File: config.mk
export PLATFORM = sky130hd
export DESIGN_NAME = dbg_scan_ctrl
export DESIGN_NICKNAME = d
export VERILOG_FILES = /design/src/rtl/dbg_scan_ctrl.sv
export SDC_FILE = /design/constraint.sdc
export NUM_CORES = 1
export LEC_CHECK = 0
export CORE_MARGIN = 2
export CORE_UTILIZATION = 46
export CTS_CLUSTER_SIZE = 8
export DETAILED_ROUTE_END_ITERATION = 12
export GPL_TIMING_DRIVEN = 0
export PLACE_DENSITY = 0.78
export SLEW_MARGIN = 20
export SYNTH_ARGS = -nofsm -noshare
export SYNTH_HDL_FRONTEND = slang
export SYNTH_SLANG_ARGS = --single-unit
File: constraint.sdc
create_clock -name clk -period 2.1 [get_ports clk]
set_input_delay 0.42 -clock clk [delete_from_list [all_inputs] [get_ports clk]]
set_output_delay 0.42 -clock clk [all_outputs]
set_load 0.01 [all_outputs]
File: src/rtl/dbg_scan_ctrl.sv
// Debug inspection sequencer: issues handshaken, timeout-protected reads on the shared
// register-file/data-memory debug port and latches each word for the display mux.
module dbg_scan_ctrl #(
    parameter int ADDR_W    = 7,
    parameter int LAST_ADDR = 127,
    parameter int DWELL     = 25000000,
    parameter int TIMEOUT   = 15
) (
    input  logic              clk,
    input  logic              rst_n,
    input  logic              mode_auto,
    input  logic [ADDR_W-1:0] sel_addr,
    input  logic              src_sel,
    input  logic              step,
    output logic              rd_req,
    output logic [ADDR_W-1:0] rd_addr,
    output logic              rd_src,
    input  logic              rd_gnt,
    input  logic              rd_valid,
    input  logic [31:0]       rd_data,
    output logic [ADDR_W-1:0] show_addr,
    output logic [31:0]       show_data,
    output logic              show_valid,
    output logic              rd_err,
    output logic              busy
);

    localparam logic [1:0] S_IDLE = 2'd0;
    localparam logic [1:0] S_REQ  = 2'd1;
    localparam logic [1:0] S_WAIT = 2'd2;
    localparam logic [1:0] S_HOLD = 2'd3;

    localparam int DW_W = (DWELL > 2) ? $clog2(DWELL) : 1;
    localparam int TO_W = $clog2(TIMEOUT + 1);

    localparam logic [DW_W-1:0]   DWELL_LAST = DW_W'(DWELL - 1);
    localparam logic [TO_W-1:0]   TO_LAST    = TO_W'(TIMEOUT - 1);
    localparam logic [ADDR_W-1:0] SCAN_LAST  = ADDR_W'(LAST_ADDR);
    localparam logic [31:0]       ERR_WORD   = 32'hDEAD_DEAD;

    logic [1:0]        state_q, state_d;
    logic              rd_req_q, rd_req_d;
    logic [ADDR_W-1:0] rd_addr_q, rd_addr_d;
    logic              rd_src_q, rd_src_d;
    logic [ADDR_W-1:0] show_addr_q, show_addr_d;
    logic [31:0]       show_data_q, show_data_d;
    logic              show_valid_q, show_valid_d;
    logic              show_src_q, show_src_d;
    logic              rd_err_q, rd_err_d;
    logic [ADDR_W-1:0] scan_addr_q, scan_addr_d;
    logic              scan_started_q, scan_started_d;
    logic [DW_W-1:0]   dwell_q, dwell_d;
    logic [TO_W-1:0]   to_cnt_q, to_cnt_d;
    logic              step_q;
    logic              mode_q;

    logic              step_rise;
    logic              trigger;
    logic [ADDR_W-1:0] next_scan;
    logic [ADDR_W-1:0] target;

    assign step_rise = step & ~step_q;

    // The very first auto trigger after reset reads address 0 rather than scan_addr+1.
    assign next_scan = !scan_started_q           ? '0 :
                       (scan_addr_q == SCAN_LAST) ? '0 :
                                                    scan_addr_q + ADDR_W'(1);

    assign target = mode_auto ? next_scan : sel_addr;

    always_comb begin
        // NOTE: every combinationally assigned signal gets a default first so no path leaves it unassigned (no latches).
        trigger = 1'b0;
        if (state_q == S_IDLE || state_q == S_HOLD) begin
            if (mode_auto)
                trigger = !scan_started_q || (dwell_q == DWELL_LAST) || step_rise;
            else
                trigger = (sel_addr != show_addr_q) || (src_sel != show_src_q) || step_rise;
        end
    end

    always_comb begin
        state_d        = state_q;
        rd_req_d       = rd_req_q;
        rd_addr_d      = rd_addr_q;
        rd_src_d       = rd_src_q;
        show_addr_d    = show_addr_q;
        show_data_d    = show_data_q;
        show_valid_d   = show_valid_q;
        show_src_d     = show_src_q;
        rd_err_d       = rd_err_q;
        scan_addr_d    = scan_addr_q;
        scan_started_d = scan_started_q;
        dwell_d        = (mode_auto != mode_q) ? '0 : dwell_q;
        to_cnt_d       = to_cnt_q;

        case (state_q)
            S_IDLE, S_HOLD: begin
                if (trigger) begin
                    state_d   = S_REQ;
                    rd_req_d  = 1'b1;
                    rd_addr_d = target;
                    rd_src_d  = src_sel;
                    dwell_d   = '0;
                    if (mode_auto) begin
                        scan_addr_d    = target;
                        scan_started_d = 1'b1;
                    end
                end else if (state_q == S_HOLD && mode_auto && mode_q) begin
                    dwell_d = dwell_q + DW_W'(1);
                end
            end
            S_REQ: begin
                if (rd_gnt) begin
                    state_d  = S_WAIT;
                    rd_req_d = 1'b0;
                    to_cnt_d = '0;
                end
            end
            S_WAIT: begin
                // A valid arriving on the timeout cycle still wins.
                if (rd_valid || to_cnt_q == TO_LAST) begin
                    state_d      = S_HOLD;
                    show_addr_d  = rd_addr_q;
                    show_src_d   = rd_src_q;
                    show_valid_d = 1'b1;
                    show_data_d  = rd_valid ? rd_data : ERR_WORD;
                    rd_err_d     = !rd_valid;
                    dwell_d      = '0;
                end else begin
                    to_cnt_d = to_cnt_q + TO_W'(1);
                end
            end
            default: state_d = S_IDLE;
        endcase
    end

    // NOTE: sequential state uses non-blocking assignments so every flop samples pre-edge values.
    always_ff @(posedge clk or negedge rst_n) begin
        if (!rst_n) begin
            state_q        <= S_IDLE;
            rd_req_q       <= 1'b0;
            rd_addr_q      <= '0;
            rd_src_q       <= 1'b0;
            show_addr_q    <= '0;
            show_data_q    <= '0;
            show_valid_q   <= 1'b0;
            show_src_q     <= 1'b0;
            rd_err_q       <= 1'b0;
            scan_addr_q    <= '0;
            scan_started_q <= 1'b0;
            dwell_q        <= '0;
            to_cnt_q       <= '0;
            step_q         <= 1'b0;
            mode_q         <= 1'b0;
        end else begin
            state_q        <= state_d;
            rd_req_q       <= rd_req_d;
            rd_addr_q      <= rd_addr_d;
            rd_src_q       <= rd_src_d;
            show_addr_q    <= show_addr_d;
            show_data_q    <= show_data_d;
            show_valid_q   <= show_valid_d;
            show_src_q     <= show_src_d;
            rd_err_q       <= rd_err_d;
            scan_addr_q    <= scan_addr_d;
            scan_started_q <= scan_started_d;
            dwell_q        <= dwell_d;
            to_cnt_q       <= to_cnt_d;
            step_q         <= step;
            mode_q         <= mode_auto;
        end
    end

    assign rd_req     = rd_req_q;
    assign rd_addr    = rd_addr_q;
    assign rd_src     = rd_src_q;
    assign show_addr  = show_addr_q;
    assign show_data  = show_data_q;
    assign show_valid = show_valid_q;
    assign rd_err     = rd_err_q;
    assign busy       = (state_q == S_REQ) || (state_q == S_WAIT);

endmodule

# Word level (Yosys, flattened, before mapping)

Cells that the tools add are included.

Add/sub/neg operators: 3
Equal/unequal tests: 13
Muxes and demuxes: 21
Bitwise logic cells: 2
Reduce and logical (&&, ||, !) cells: 21

Operators with widths:

| operator              | count |
|---|---|
| $mux 25               | 4 |
| $pmux 25 s2           | 1 |
| $mux 32               | 1 |
| $add 25x1->25 const B | 1 |
| $eq 25x25->1 const B  | 1 |
| $mux 7                | 3 |
| $reduce_and 3->1      | 4 |
| $mux 4                | 2 |
| $ne 2x2->1 const B    | 4 |
| $pmux 4 s2            | 1 |
| $add 7x1->7 const B   | 1 |
| $eq 7x7->1 const B    | 1 |
| $logic_or 1x1->1      | 7 |
| $ne 7x7->1            | 1 |
| $mux 2                | 3 |
| $pmux 2 s3            | 1 |
| $add 4x1->4 const B   | 1 |
| $eq 2x2->1 const B    | 2 |
| $eq 4x4->1 const B    | 1 |
| $mux 1                | 4 |
| $reduce_and 2->1      | 2 |
| $reduce_bool 2->1     | 2 |
| $eq 2x1->1 const B    | 1 |
| $logic_and 1x1->1     | 2 |
| other kinds (7)       | 9 |

Register bits after elaboration: 92
Input port bits: 46
Output and inout bits: 51
Logic and storage cells: 75

# Longest topological paths before layout

Word-level depth: 7
Mapped depth: 8
Mapped depth without buffers: 8

# Worst setup path before layout

Ideal clock, no wire load.

Path kind: reg-to-reg
Start: register dwell_q[7]
End: register scan_addr_q[0]
Setup time: 0.125 ns
Arrival: 2.062 ns
Required time: 1.975 ns
Setup slack: -0.087 ns
Stages on the path, launching flop included: 8
Buffers on the path: 2
Clock period less this slack: 2.187 ns
Path through: dfrtp_1 -> buf_6 -> or4_4 -> nor4_4 -> a21o_1 -> and3_1 -> buf_4 -> mux2_2

Cells in the longest elaborated chain, start to end: 6

RTL lines:

| item                           | RTL line | text |
|---|---|---|
| start: declaration             | 52       | `logic [DW_W-1:0] dwell_q, dwell_d;` |
| start signal: assignment       | 168      | `dwell_q <= dwell_d;` |
| $eq 25x25->1                   | 76       | `trigger = !scan_started_q \|\| (dwell_q == DWELL_LAST) \|\| step_rise;` |
| $logic_or 1x1->1 (2 in series) | 76       |  |
| $mux 1                         | 75       | `if (mode_auto)` |
| $mux 1                         | 74       | `if (state_q == S_IDLE \|\| state_q == S_HOLD) begin` |
| $reduce_and 3->1 (no line)     | n/a      |  |
| end signal: assignment         | 166      | `scan_addr_q <= scan_addr_d;` |
| end: declaration               | 50       | `logic [ADDR_W-1:0] scan_addr_q, scan_addr_d;` |

Every way passes these cells.
A chain may end at the register's enable or synchronous reset.

# Final worst setup path

Start: register dwell_q[7]
End: register dwell_q[6]

Cells in the longest elaborated chain, start to end: 7

RTL lines:

| item                           | RTL line | text |
|---|---|---|
| $eq 25x25->1                   | 76       |  |
| $logic_or 1x1->1 (2 in series) | 76       |  |
| $mux 1                         | 75       |  |
| $mux 1                         | 74       |  |
| $mux 25                        | 99       | `if (trigger) begin` |
| $pmux 25 s2                    | 97       | `case (state_q)` |
| net dwell_d[6]                 | 52       |  |

The timed path passes the listed nets, and every way through them passes these cells.

==> flow_summary.ini <==
[worst_setup_path]
worstPathArrival_ps = 2510
worstSetupEndpointType = flip-flop
setup.worst_path.class = reg2reg
cp_top_family = simple AND/OR/NAND/NOR gates
reg2reg_slack_ps = -150
reg2reg_depth = 7
crit_path_cell_trace = or4_4, nor4_4, a41oi_2, o21ai_4, buf_6, o31ai_2, a31o_1
cp_slowest_stage_delay_ps = 540
crit_cells = 7
r2r-start = dwell_q[7]$_DFF_PN0_
worst-path-buf-inv = 1
crit_fanout = 8
reg2reg_to = dwell_q[6]$_DFF_PN0_
cp_slowest_cell = or4_4
startpoint_type = flip-flop
required_ps = 2370

[worst_hold_path]
worstHoldPathCells = 3
holdCritStartpoint = sel_addr[4]
holdCritPathClass = in2reg
hold_end = rd_addr[4]$_DFFE_PN0P_

[synthesis]
synth_flop_cell = dfrtp_1
synth_area_um2 = 4560
synth_cell_types = 50
synth_edf_count = 0
syn_nets = 513
yosys_warnings = 0
ys_seq_area_share_pct = 50.5
async_flop_share_pct = 100
synthCells = 459
syn_avg_cell_area_um2 = 9.93
ys_ff_latch = 92

[placement]
numPortBuffers = 96
gp_congestion = 0.868
dp.cells = 689
dp_hpwl_um = 8020
pre_cts_slack_ps = -835

[route]
drt_iter0_markers = 173
firstDrtPassIters = 5
avgViaCountPerCell = 5.68
wl_um = 12300
wl_per_cell_um = 16.7
drc = 0
ant_nets = 0
num_vias = 4183

[floorplan]
die_area_um2 = 10700
start_util_pct = 47.1
row_count = 36
fp.dieH_um = 104
die_w_um = 104
core-area_um2 = 9680
ios = 97

[power_and_ir_drop]
p_per_area_nw_per_um2 = 1150
p_total_mw = 7.39
ir_drop_v = 0.000840
p_leak_nw = 2.80

[clocking]
numCtsBuffers = 9
htreeDepth = 3
cts_tree = yes
clk_pin_slew_ps = 100
cts_buffer_depth = 2
clock-sinks = 92
ctsRootBufferMaster = clkbuf_8
insertion_delay_ps = 370

[sta]
drv_slew = 0
setup_violations = 37
rsz0062_at_grt = yes
slew_headroom_pct = 68.1
finalCriticalPeriod_ps = 2250
post-route-period-util_pct = 107
finalWorstSetupSlack_ps = -145
worst_slew_pin_slew_ps = 479
max_freq_mhz = 445
hold_violations = 0
fin_skew_ps = 11.9

[outcome]
violations = negative setup slack
status = complete, but fails checks

[final_layout]
instances_no_fill = 736
syn_to_final_growth_pct = 41.1
fillers = 751
num_antenna_cells = 0
drive_gt1_share_pct = 21.4
fin_nets = 652
fin_util_pct = 66.4

[grt]
overflow = 0
grt_pass1_vias = 4024
grt_max_degree = 56
antenna_found_initial = 0
grt_pass1_wl_um = 19500
groute.usage.overall_pct = 22.2

[job]
maxCapViolCount = 0
registers in the layout, summed over array words and instances (netlist names):
signal and flops:
show_src_q 1, rd_err 1, scan_addr_q 7, show_addr 7
dwell_q 25, to_cnt_q 4, show_data 32, step_q 1
rd_addr 7, mode_q 1, rd_req 1, state_q 2
scan_started_q 1, rd_src 1, show_valid 1
routing by layer:
layer,GRT usage (%),part of all wire [%],up-vias
met5,0,0,-
met4,6.66,1.7,0
met3,4.97,5.2,20
met2,36.0,50,112
met1,30.1,43,2101
li1,-,-,1950
worst max path at each step:
stage | startpoint | endpoint | slack (ps)
floorplan | dwell_q[17]$_DFF_PN0_ | scan_addr_q[0]$_DFFE_PN0P_ | 9
global placement | rst_n | show_addr[4]$_DFFE_PN0P_ | -2860
detailed placement | mode_auto | dwell_q[23]$_DFF_PN0_ | -840
CTS | dwell_q[7]$_DFF_PN0_ | scan_addr_q[5]$_DFFE_PN0P_ | -190
global route | dwell_q[7]$_DFF_PN0_ | dwell_q[6]$_DFF_PN0_ | -220
finish | dwell_q[7]$_DFF_PN0_ | dwell_q[6]$_DFF_PN0_ | -150
through the flow:
stage / hold slack (ps) / instance area [um^2] / setup TNS, ps
finish: 393 / 6430 / -1560
global placement: 453 / 5690 / -288530
global route: 419 / 6430 / -4540
detailed placement: 354 / 5720 / -27030
floorplan: 124 / 4570 / 0
CTS: 490 / 6180 / -4820
worst min-delay path: cells and delay by family:
| family | cells | cell delay [ps] |
|---|---|---|
| muxes | 1 | 90 |
| AOI/OAI and AO/OA | 1 | 110 |
| buffers and inverters | 1 | 120 |
synth_stat cells (all sizes together) (3+ instances only):
library cell,n,area (um^2)
nand4,8,50.1
a21oi,10,50.1
nor4,3,33.8
and4,8,70.1
o21ai,33,169
mux2,6,67.6
nand2b,3,18.8
dfrtp,92,2300
nor2,16,60.1
nor3,8,40.0
inv,10,37.5
and3,10,62.6
or3,6,40.0
a22o,18,158
clkbuf,16,61.3
xnor2,3,26.3
buf,10,62.6
nand3,31,155
a21o,6,45.0
o22a,22,193
a31oi,5,31.3
nand2,73,274
mux2i,5,50.1
xor2,12,105
o211ai,6,45.0
or4,4,33.8
and2,5,31.3
a22oi,4,30.0
ha,8,100
cell type report:
type / instances / area [um^2] / area share, %
sequential: 92 / 2310 / 35.9
buffer: 21 / 121 / 1.89
multi-input combinational: 331 / 2320 / 36.1
clock buffer: 9 / 124 / 1.93
tap: 133 / 166 / 2.59
timing repair buffer: 133 / 1290 / 20.1
clock inverter: 7 / 58.8 / 0.914
inverter: 10 / 37.5 / 0.584
cells by family after synthesis:
logic type | share of synthesized area [%]
mux | 2.58
compound gates | 18.1
xor+xnor | 2.88
simple gates | 20.2
buf+inv | 3.54
fa+ha+maj | 2.20
flops | 50.5
repair_timing:
action | 4_1_cts | 5_1_grt
endpoints found under the hold margin | 37 | 0
cloned | 3 | 0
hold buffers | 1 | 0
setup endpoints to repair | 54 | 67
pin swaps | 28 | 23
gates resized for setup | 61 | 48
setup buffers | 13 | 19
power breakdown:
part	leakage (nW)	switching (mW)	internal, mW
clock	0.0925	0.700	0.451
sequential	1.14	0.425	2.30
combinational	1.56	1.60	1.91
total	2.80	2.72	4.66
placed cells by master, fill, tap and decap left out, types with 6 or more instances in the layout:
| cell type | instances |
|---|---|
| dfrtp_1 | 85 |
| and3_1 | 6 |
| a21oi_1 | 8 |
| buf_4 | 29 |
| a22o_1 | 18 |
| dfrtp_2 | 7 |
| nand4_1 | 8 |
| xor2_1 | 11 |
| o21ai_1 | 6 |
| inv_1 | 10 |
| clkdlybuf4s50_1 | 91 |
| o21ai_2 | 8 |
| nand2_2 | 7 |
| clkbuf_1 | 9 |
| a21o_1 | 6 |
| and4_1 | 6 |
| nand3_1 | 28 |
| o211ai_1 | 6 |
| ha_1 | 6 |
| clkbuf_8 | 9 |
| buf_6 | 11 |
| nand2_1 | 66 |
| nor2_1 | 15 |
| o22a_1 | 22 |
| o21ai_0 | 18 |
No activity file was read; power rests on OpenSTA's default activity.
